<file path="src/rtl/noc_ni_tx.sv">
// Network-interface transmitter: packetizes core beats into head/body/tail flits on a credit-tracked VC.
// Latency 1 (beat accepted -> flit next cycle); in_ready drops when the chosen VC runs out of router credits.
module noc_ni_tx #(
  parameter int x_size     = 4,
  parameter int y_size     = 4,
  parameter int DATA_WIDTH = 64,
  parameter int FLIT_WIDTH = 80,
  parameter int VC_NUM     = 5,
  parameter int BUF_DEPTH  = 4
) (
  input  logic                      clk,
  input  logic                      rst,
  input  logic [$clog2(x_size)-1:0] id_x,
  input  logic [$clog2(y_size)-1:0] id_y,
  input  logic                      in_valid,
  output logic                      in_ready,
  input  logic [DATA_WIDTH-1:0]     in_data,
  input  logic                      in_last,
  input  logic [1:0]                in_dst_x,
  input  logic [1:0]                in_dst_y,
  output logic [FLIT_WIDTH-1:0]     flit_out,
  output logic                      flit_valid,
  input  logic [VC_NUM-1:0]         credit_in,
  output logic                      busy,
  output logic                      credit_err
);

  localparam int CW = $clog2(BUF_DEPTH + 1);
  localparam int VW = (VC_NUM > 1) ? $clog2(VC_NUM) : 1;
  localparam logic [CW-1:0] FULL = CW'(BUF_DEPTH);

  typedef struct packed {
    logic [DATA_WIDTH-1:0] data;
    logic [4:0]            vc_oh;
    logic [1:0]            dst_y;
    logic [1:0]            dst_x;
    logic [4:0]            nxt_hop;
    logic [1:0]            ftype;
  } flit_t;

  typedef enum logic {IDLE, SEND} state_t;

  state_t          state_q, state_d;
  logic [CW-1:0]   credit [VC_NUM];
  logic [VW-1:0]   cur_vc_q, free_vc, sel_vc;
  logic            any_free;
  logic [1:0]      dst_x_q, dst_y_q, dx_sel, dy_sel, ftype;
  logic [4:0]      hop_q, hop_in, hop_sel;
  logic            accept;
  logic [VC_NUM-1:0] consume;
  flit_t           flit_d, flit_q;

  function automatic logic [4:0] xy_hop(input logic [7:0] ix, input logic [7:0] iy,
                                        input logic [7:0] dx, input logic [7:0] dy);
    if (dx > ix)      return 5'b00001;
    else if (dx < ix) return 5'b00010;
    else if (dy < iy) return 5'b00100;
    else if (dy > iy) return 5'b01000;
    else              return 5'b10000;
  endfunction

  assign hop_in = xy_hop(8'(id_x), 8'(id_y), 8'(in_dst_x), 8'(in_dst_y));

  // Lowest-index VC whose router buffer is completely drained.
  always_comb begin
    any_free = 1'b0;
    free_vc  = '0;
    for (int v = VC_NUM - 1; v >= 0; v--) begin
      if (credit[v] == FULL) begin
        any_free = 1'b1;
        free_vc  = VW'(v);
      end
    end
  end

  always_comb begin
    state_d  = state_q;
    in_ready = 1'b0;
    sel_vc   = cur_vc_q;
    hop_sel  = hop_q;
    dx_sel   = dst_x_q;
    dy_sel   = dst_y_q;
    ftype    = 2'b00;
    case (state_q)
      IDLE: begin
        in_ready = any_free;
        sel_vc   = free_vc;
        hop_sel  = hop_in;
        dx_sel   = in_dst_x;
        dy_sel   = in_dst_y;
        ftype    = in_last ? 2'b11 : 2'b00;
        if (in_valid && any_free && !in_last) state_d = SEND;
      end
      SEND: begin
        in_ready = (credit[cur_vc_q] != '0);
        ftype    = in_last ? 2'b10 : 2'b01;
        if (in_valid && in_ready && in_last) state_d = IDLE;
      end
      default: state_d = IDLE;
    endcase
  end

  assign accept = in_valid && in_ready;

  always_comb begin
    flit_d.data    = in_data;
    flit_d.vc_oh   = 5'(5'd1 << sel_vc);
    flit_d.dst_y   = dy_sel;
    flit_d.dst_x   = dx_sel;
    flit_d.nxt_hop = hop_sel;
    flit_d.ftype   = ftype;
  end

  always_comb begin
    consume = '0;
    for (int v = 0; v < VC_NUM; v++) consume[v] = accept && (sel_vc == VW'(v));
  end

  always_ff @(posedge clk or posedge rst) begin
    if (rst) begin
      state_q    <= IDLE;
      cur_vc_q   <= '0;
      dst_x_q    <= '0;
      dst_y_q    <= '0;
      hop_q      <= '0;
      flit_q     <= '0;
      flit_valid <= 1'b0;
    end else begin
      state_q <= state_d;
      if (accept && state_q == IDLE) begin
        cur_vc_q <= free_vc;
        dst_x_q  <= in_dst_x;
        dst_y_q  <= in_dst_y;
        hop_q    <= hop_in;
      end
      flit_valid <= accept;
      flit_q     <= accept ? flit_d : '0;
    end
  end

  // A return and a consume on the same VC in one cycle cancel out.
  always_ff @(posedge clk or posedge rst) begin
    if (rst) begin
      for (int v = 0; v < VC_NUM; v++) credit[v] <= FULL;
      credit_err <= 1'b0;
    end else begin
      for (int v = 0; v < VC_NUM; v++) begin
        if (credit_in[v] && !consume[v]) begin
          if (credit[v] == FULL) credit_err <= 1'b1;
          else                   credit[v] <= credit[v] + CW'(1);
        end else if (consume[v] && !credit_in[v]) begin
          credit[v] <= credit[v] - CW'(1);
        end
      end
    end
  end

  assign flit_out = flit_q;
  assign busy     = (state_q == SEND);

endmodule

</file>
<file path="config.mk">
export PLATFORM = sky130hd
export DESIGN_NAME = noc_ni_tx
export DESIGN_NICKNAME = d
export VERILOG_FILES = /design/src/rtl/noc_ni_tx.sv
export SDC_FILE = /design/constraint.sdc
export NUM_CORES = 1
export LEC_CHECK = 0
export CELL_PAD_IN_SITES_DETAIL_PLACEMENT = 1
export CELL_PAD_IN_SITES_GLOBAL_PLACEMENT = 1
export CORE_MARGIN = 4
export CORE_UTILIZATION = 35
export CTS_BUF_LIST = sky130_fd_sc_hd__clkbuf_4
export CTS_CLUSTER_SIZE = 16
export DETAILED_ROUTE_END_ITERATION = 16
export GPL_TIMING_DRIVEN = 1
export PLACE_DENSITY = 0.88
export SETUP_SLACK_MARGIN = 0.5
export SLEW_MARGIN = 0
export SYNTH_ARGS = -nofsm -noshare
export SYNTH_HDL_FRONTEND = slang
export SYNTH_SLANG_ARGS = --single-unit
export TNS_END_PERCENT = 10
</file>
<file path="constraint.sdc">
create_clock -name clk -period 3.9 [get_ports clk]
set_clock_uncertainty 0.1 [all_clocks]
set_input_delay 0.39 -clock clk [delete_from_list [all_inputs] [get_ports clk]]
set_output_delay 0.39 -clock clk [all_outputs]
set_load 0.1 [all_outputs]
</file>
==> results of run 1 <==
[synth_stat cells, drive strengths merged, types with 6 or more instances]
library cell	instances
a21o	7
a21oi	7
and2	67
clkbuf	10
dfrtp	105
inv	15
nand2	39
nor2	15
nor3	7
nor3b	6
o21ai	13
[kinds of logic (layout without fill, tap and decap cells)]
family | Yosys count | in the layout | share of synthesized area, %
flops | 110 | 110 | 61.49
compound gates | 58 | 58 | 10.26
xor+xnor | 4 | 4 | 0.7810
other cells | 0 | 1 | 0
buf+inv | 31 | 201 | 3.179
fa+ha+maj | 9 | 9 | 3.346
mux | 6 | 6 | 1.478
simple gates | 156 | 156 | 19.46
[critical path, stage by stage (launching register included)]
cell and delay, ps:
dfrtp_1 500, nor4b_1 190, or3_4 400, a211oi_4 710, o221a_2 360, nor2b_1 90
inv_1 90, fa_1 410, mux2_1 300
[metal layers]
| metal | wire (um) | part of all wire [%] | track usage, % | vias up |
|---|---|---|---|---|
| met5 | 0 | 0 | 0 | - |
| met4 | 93 | 0.78 | 4.622 | 0 |
| met3 | 1254 | 10 | 8.951 | 7 |
| met2 | 6116 | 51 | 28.66 | 122 |
| met1 | 4498 | 38 | 19.18 | 1636 |
| li1 | - | - | - | 1578 |
[sequential cells by signal, summed over array words and instances, names as in the netlist]
name,flops
flit_out,80
credit,15
hop_q,5
cur_vc_q,3
dst_x_q,2
dst_y_q,2
busy,1
credit_err,1
flit_valid,1
[stage by stage]
step                worst slack, ps  utilization (%)  instances
floorplan                     516.0                -        374
global placement              764.2            50.00        698
detailed placement            507.7            50.00        698
CTS                           516.2            50.97        714
global route                  421.1            51.31        717
finish                        648.2            51.31        717
[timing repair]
item                       in CTS  in global routing
setup endpoints to repair       1                  4
pin swaps                       0                  1
gates resized for setup         1                  8
setup buffers                   0                  2
[area by class of cell]
class / count / area, um2
Tap cell: 172 / 215.2
Clock buffer: 10 / 75.07
Fill cell: 1330 / 6120
Clock inverter: 6 / 47.55
Multi-Input combinational cell: 233 / 1608
Antenna cell: 1 / 2.502
Timing Repair Buffer: 169 / 1677
Inverter: 16 / 62.56
Sequential cell: 110 / 2761
[worst max-delay path by stage]
stage	start	end	slack, ps	cells past startpoint
after floorplan	rst	busy	520	1
after global placement	credit[9]	credit[8]	760	11
after detailed placement	credit[3]	credit[8]	510	11
after CTS	credit[0]	credit[8]	520	11
after global routing	credit[0]	credit[8]	420	11
final	cur_vc_q[0]	credit[1]	650	8
==> results_dict.tcl, run 1 <==
set metrics [dict create \
    cts_sinks 110 \
    final.min_clock_period_ps 3252 \
    totalWireLength_um 11960 \
    holdBufCountCts 0 \
    r2r-start "cur_vc_q[0]" \
    grt_pass1_vias 3763 \
    slew_headroom_pct 27.07 \
    clk_pin_slew_ps 170 \
    hold_end "flit_out[17]" \
    path_class "flop to flop" \
    yosys_warnings 0 \
    synth-main-ff-cell "dfrtp_1" \
    initial_core_util_pct 35.70 \
    r2r_setup_slack_ps 650 \
    finalInstanceArea_um2 6449 \
    antenna_found_initial 1 \
    cts_tree "built" \
    grt_usage_pct 17.11 \
    min_from "in_data[1]" \
    yosysTopAreaCell "dfrtp_1" \
    htree_levels 3 \
    holdWs_ps 350.4 \
    rsz0062_at_grt "true" \
    setup_tns_ps 0 \
    fp.dieArea_um2 14690 \
    fp.dieW_um 121.2 \
    layout-drive-gt1-share_pct 9.559 \
    viasPerCell 4.662 \
    tightest_slew_ps 1094 \
    end_kind "flop" \
    syn-instance-count 374 \
    final_common_cell "clkdlybuf4s50_1" \
    final-max-slew-violation-count 0 \
    r2r_end "credit[1]" \
    cts_buffers 9 \
    routabilityCongestion 0.8113 \
    syn_area_um2 4487 \
    min_path_cells 2 \
    dr.pass1.iters 4 \
    root_buffer "clkbuf_4" \
    dp_hpwl_um 8971 \
    num_io_pins 165 \
    run_status "finished, final reports clean" \
    synth_seq_area_share_pct 61.49 \
    clk_path_buf_depth 2 \
    synth_edf_count 0 \
    dieHeight_um 121.2 \
    cp.arrival_ps 3520 \
    ys_async_sr_fraction_pct 100.0 \
    synth_nets 464 \
    grt.overflow.total 0 \
    grt_max_degree 89 \
    post_drt_wl_per_cell_um 16.68 \
    cap_viol_max_count 0 \
    setup_viol 0 \
    dr_total_vias 3343 \
    ys_ff_latch 110 \
    clock_latency_ps 460 \
    setup.worst_path.start_class "flop" \
    fp-row-count 41 \
    fin_crit_sh_pct 83.38 \
    areaGrowthSynthToFinish_pct 43.73 \
    syn-mean-instance-area_um2 12.00 \
    ys_types 57 \
    critPathMaxFanout 14 \
    hold_viol_final 0 \
    layout_common_cells "clkdlybuf4s50_1 (163), dfrtp_1 (103), and2_1 (67)" \
    io_buffers 164 \
    drc 0 \
    synthTopCellsByArea "dfrtp_1 (59%), and2_1 (9.3%), nand2_1 (3.3%), dfstp_2 (2.9%), fa_1 (2.2%)" \
    placed_area_um2 6284 \
    yosysTopAreaCellShare_pct 58.56 \
    rr_worst_depth 8 \
    nets 629 \
    hold_path.class "input port to flop" \
    critPathRequiredTime_ps 4160 \
    grt_pass1_wl_um 19540 \
    drt_iter0_markers 172 \
    ant_nets 0 \
    fp.coreArea_um2 12570 \
    fmax_mhz 307.5 \
]
Power of run 1 is left out: the tool's default activity adds up to more than one toggle a clock period on the data nets, which glitch-free logic cannot reach.
==> inputs of run 2 (changes only) <==
==> constraint.sdc (replaced) <==
create_clock -name clk -period 3.1 [get_ports clk]
set_clock_uncertainty 0.1 [all_clocks]
set_input_delay 0.31 -clock clk [delete_from_list [all_inputs] [get_ports clk]]
set_output_delay 0.31 -clock clk [all_outputs]
set_load 0.1 [all_outputs]
==> run 2 against run 1 <==
  * First-iteration DRC count up 0.58%
  * Worst hold slack worse by 160 ps
  * Routed wire length up 29%
  * Register-to-register slack worse by 520 ps
  * Critical endpoint is now credit[8]
==> results_dict.tcl, run 2 (synthesis gave the netlist of run 1 again) <==
set metrics [dict create \
    areaGrowthSynthToFinish_pct 58.23 \
    drc 0 \
    seqCellArea_um2 2764 \
    slew_headroom_pct 33.39 \
    critPathMaxFanout 5 \
    ant_nets 0 \
    totalWireLength_um 15390 \
    fmax_mhz 336.7 \
    final.min_clock_period_ps 2970 \
    cpMaxStageDelayCell "dfstp_2" \
    holdWs_ps 186.6 \
    antenna_found_initial 1 \
    dieHeight_um 121.2 \
    grt.overflow.total 0 \
    fp.coreArea_um2 12570 \
    startpoint "credit[14]" \
    nets 696 \
    run_status "finished, final reports clean" \
    post_drt_wl_per_cell_um 19.63 \
    path_class "flop to flop" \
    rr_worst_depth 11 \
    worstPathCellList "or3b_4 > o211ai_1 > buf_4 > o21a_1 > nor2_1 > a21boi_2 > inv_2 > fa_2 > nor4b_4 > a211oi_1 > a21oi_1" \
    num_io_pins 165 \
    r2r-start "credit[14]" \
    dr.pass1.iters 4 \
    end_kind "flop" \
    fp.dieArea_um2 14690 \
    grt_max_degree 67 \
    r2r_setup_slack_ps 130 \
    drt_iter0_markers 173 \
    fin_crit_sh_pct 95.81 \
    dp_hpwl_um 9781 \
    largest_reg_flops 80 \
    r2r_end "credit[8]" \
    dr_total_vias 3797 \
    max_stage_delay_ps 590 \
    multiInputGateArea_um2 1831 \
    final_common_cell "buf_4" \
    crit_end "credit[8]" \
    setup_viol 0 \
    grt_pass1_wl_um 22560 \
    layout_common_cells "buf_4 (121), clkdlybuf4s50_1 (105), dfrtp_1 (101)" \
    cp.arrival_ps 3310 \
    critPathRequiredTime_ps 3440 \
    io_buffers 164 \
    hold_path.class "input port to asynchronous set/reset pin" \
    htree_levels 3 \
    setup.worst_path.start_class "flop" \
    tightest_slew_ps 996.0 \
    clk_pin_slew_ps 180 \
    cts_tree "built" \
    grt_pass1_vias 4268 \
    grt_usage_pct 20.03 \
    layout-drive-gt1-share_pct 34.53 \
    rsz0062_at_grt "true" \
    clk_path_buf_depth 2 \
    viasPerCell 4.843 \
    root_buffer "clkbuf_4" \
    final-max-slew-violation-count 0 \
    initial_core_util_pct 35.70 \
    fp-row-count 41 \
    fillers 1324 \
    clock_latency_ps 490 \
    cts_buffers 9 \
    hold_viol_final 0 \
    cap_viol_max_count 0 \
    cts_sinks 110 \
    routabilityCongestion 0.8937 \
    fp.dieW_um 121.2 \
]
==> run 2: per-stage QoR <==
step	cell area (um2)	worst slack [ps]	TNS [ps]	instances	util, %
CTS	6807	335.9	0	762	54.16
global placement	6257	165.8	0	712	49.79
finish	7099	130.0	0	784	56.49
detailed placement	6257	-59.99	-77.43	712	49.79
floorplan	4491	-38.44	-38.44	374	-
global route	7099	8.749	0	784	56.49
==> run 2: area by class of cell <==
class | count | area share [%]
repair buffers | 236 | 29.56
flip-flops and latches | 110 | 38.93
multi-input cells | 233 | 25.78
clock buffers | 11 | 1.163
clock inverters | 5 | 0.5816
well taps | 172 | 3.031
diodes | 1 | 0.03525
inverters | 16 | 0.9165
==> run 2: how the worst min path moves through the flow <==
stage	end	start	slack (ps)
after floorplan	busy	in_last	320
after detailed placement	flit_out[6]	hop_q[4]	370
after global placement	flit_out[2]	hop_q[0]	350
after CTS	flit_out[36]	rst	190
final	credit[6]	rst	190
after global routing	flit_out[67]	in_data[51]	220
==> run 2: metal layers <==
metal,GRT usage [%],wire length (um)
met1,21.80,5500
met4,9.244,571
met3,6.247,1054
met5,0,0
met2,35.53,8263
==> run 2: timing repair <==
item                       CTS  global route
resized for setup           40            27
cloned                       0             0
setup buffers               34            21
pin swaps                   12            17
setup endpoints to repair   39            86
hold buffers                 0             0
==> run 2: critical path, delay by kind of cell, from the launching register on <==
family                   cells  cell delay (ps)
flip-flops                   1              590
buffers and inverters        2              240
AND/OR/NAND/NOR              3              870
adder cells (fa/ha/maj)      1              390
AO/OA/AOI/OAI                5              740
Power of run 2 is left out for the same reason.
==> inputs of run 3 (changes only) <==
--- a/config.mk
+++ b/config.mk
@@ -7,7 +7,6 @@
 export LEC_CHECK = 0
 export CELL_PAD_IN_SITES_DETAIL_PLACEMENT = 1
 export CELL_PAD_IN_SITES_GLOBAL_PLACEMENT = 1
-export CORE_MARGIN = 4
 export CORE_UTILIZATION = 35
 export CTS_BUF_LIST = sky130_fd_sc_hd__clkbuf_4
 export CTS_CLUSTER_SIZE = 16
==> run 3 against run 2 <==
  * Critical path depth is the same
  * Setup slack better by 55 ps
  * Sequential share of layout area rose by 0.43 points
  * Critical endpoint unchanged
  * Non-clock buffer count is 5 lower
  * Worst hold slack worse by 130 ps
  * Highest routed layer unchanged
==> results_dict.tcl, run 3 (synthesis gave the netlist of run 1 again) <==
set metrics [dict create \
    run_status "finished, final reports clean" \
    cts_sinks 110 \
    dp.cells 711 \
    grt_max_degree 67 \
    crit_end "credit[8]" \
    holdWs_ps 55.77 \
    fp.dieArea_um2 13280 \
    tightest_slew_ps 1003 \
    hold_path.class "input port to asynchronous set/reset pin" \
    max_stage_delay_ps 570 \
    slew_headroom_pct 32.95 \
    dieHeight_um 115.2 \
    setup_tns_ps 0 \
    setup_viol 0 \
    num_antenna_cells 0 \
    io_buffers 164 \
    rsz0062_at_grt "true" \
    clock_latency_ps 510 \
    final_common_cell "buf_4" \
    utilization_pct 57.37 \
    ant_nets 0 \
    critPathMaxFanout 4 \
    fin_cells 774 \
    antenna_found_initial 0 \
    cts_buffers 9 \
    r2r_end "credit[8]" \
    initial_core_util_pct 36.59 \
    viasPerCell 4.846 \
    rr_worst_depth 11 \
    r2r_setup_slack_ps 190 \
    path_class "flop to flop" \
    cts_tree "built" \
    final.min_clock_period_ps 2915 \
    dr_total_vias 3751 \
    layout-drive-gt1-share_pct 33.66 \
    grt_pass1_vias 4198 \
    areaGrowthSynthToFinish_pct 56.78 \
    post_drt_wl_per_cell_um 18.04 \
    totalWireLength_um 13960 \
    critPathRequiredTime_ps 3440 \
    dr.pass1.iters 4 \
    num_io_pins 165 \
    htree_levels 3 \
    cpMaxStageDelayCell "dfstp_2" \
    clk_pin_slew_ps 190 \
    routabilityCongestion 0.7834 \
    startpoint "credit[11]" \
    cp.arrival_ps 3260 \
    fp.dieW_um 115.2 \
    grt.overflow.total 0 \
    clk_path_buf_depth 2 \
    fmax_mhz 343.1 \
    cap_viol_max_count 0 \
    largest_reg_flops 80 \
    grt_usage_pct 20.93 \
    hold_viol_final 0 \
    r2r-start "credit[11]" \
    fp-row-count 40 \
    layout_common_cells "buf_4 (113), clkdlybuf4s50_1 (111), dfrtp_1 (97)" \
    fin_crit_sh_pct 94.03 \
    nets 691 \
    drc 0 \
    final-max-slew-violation-count 0 \
    worstPathCellList "or3b_4 > o211ai_1 > buf_4 > o21a_1 > nor2_2 > a21boi_2 > inv_2 > fa_2 > nor4b_4 > a31o_1 > a21oi_2" \
    dp_hpwl_um 9288 \
    grt_pass1_wl_um 20800 \
    end_kind "flop" \
    drt_iter0_markers 113 \
    root_buffer "clkbuf_4" \
    fp.coreArea_um2 12260 \
    setup.worst_path.start_class "flop" \
]
run 3: worst min path at each step:
stage / slack (ps) / start / endpoint
after detailed placement: 370 / hop_q[4] / hop_q[4]
after global placement: 360 / dst_y_q[1] / flit_out[10]
after global routing: 80 / rst / credit[4]
final: 60 / rst / credit[4]
after CTS: 70 / rst / credit[4]
after floorplan: 320 / in_last / busy
run 3: worst max-delay path, delay by kind of cell, from the launching register on:
kind	cells	cell delay [ps]
simple gates	3	840
compound gates	5	750
flops	1	570
fa+ha+maj	1	380
buf+inv	2	230
run 3: what timing repair did:
item	in CTS	in global routing
hold buffers	0	0
pin swaps	21	20
setup endpoints to repair	86	85
setup buffers	35	12
resized for setup	48	24
run 3: final cells by class:
cell class / count / area, um2
inverters: 16 / 68.82
flip-flops and latches: 110 / 2769
clock buffers: 9 / 67.56
fillers: 1306 / 5228
repair buffers: 231 / 2047
clock inverters: 7 / 48.80
well taps: 168 / 210.2
multi-input cells: 233 / 1823
run 3: through the flow:
| stage | area, um2 | setup slack (ps) |
|---|---|---|
| floorplan | 4491 | -38.44 |
| global placement | 6277 | 172.9 |
| detailed placement | 6277 | -111.5 |
| CTS | 6827 | 350.7 |
| global route | 7034 | 100.3 |
| finish | 7034 | 185.2 |
run 3: metal layers:
| metal | vias to the layer above | GRT usage (%) | part of all wire (%) |
|---|---|---|---|
| met1 | 1868 | 21.28 | 36 |
| met2 | 146 | 37.99 | 54 |
| met5 | - | 0 | 0 |
| met4 | 0 | 11.43 | 2.9 |
| met3 | 34 | 6.747 | 6.8 |
| li1 | 1703 | - | - |
Power of run 3 is left out for the same reason.
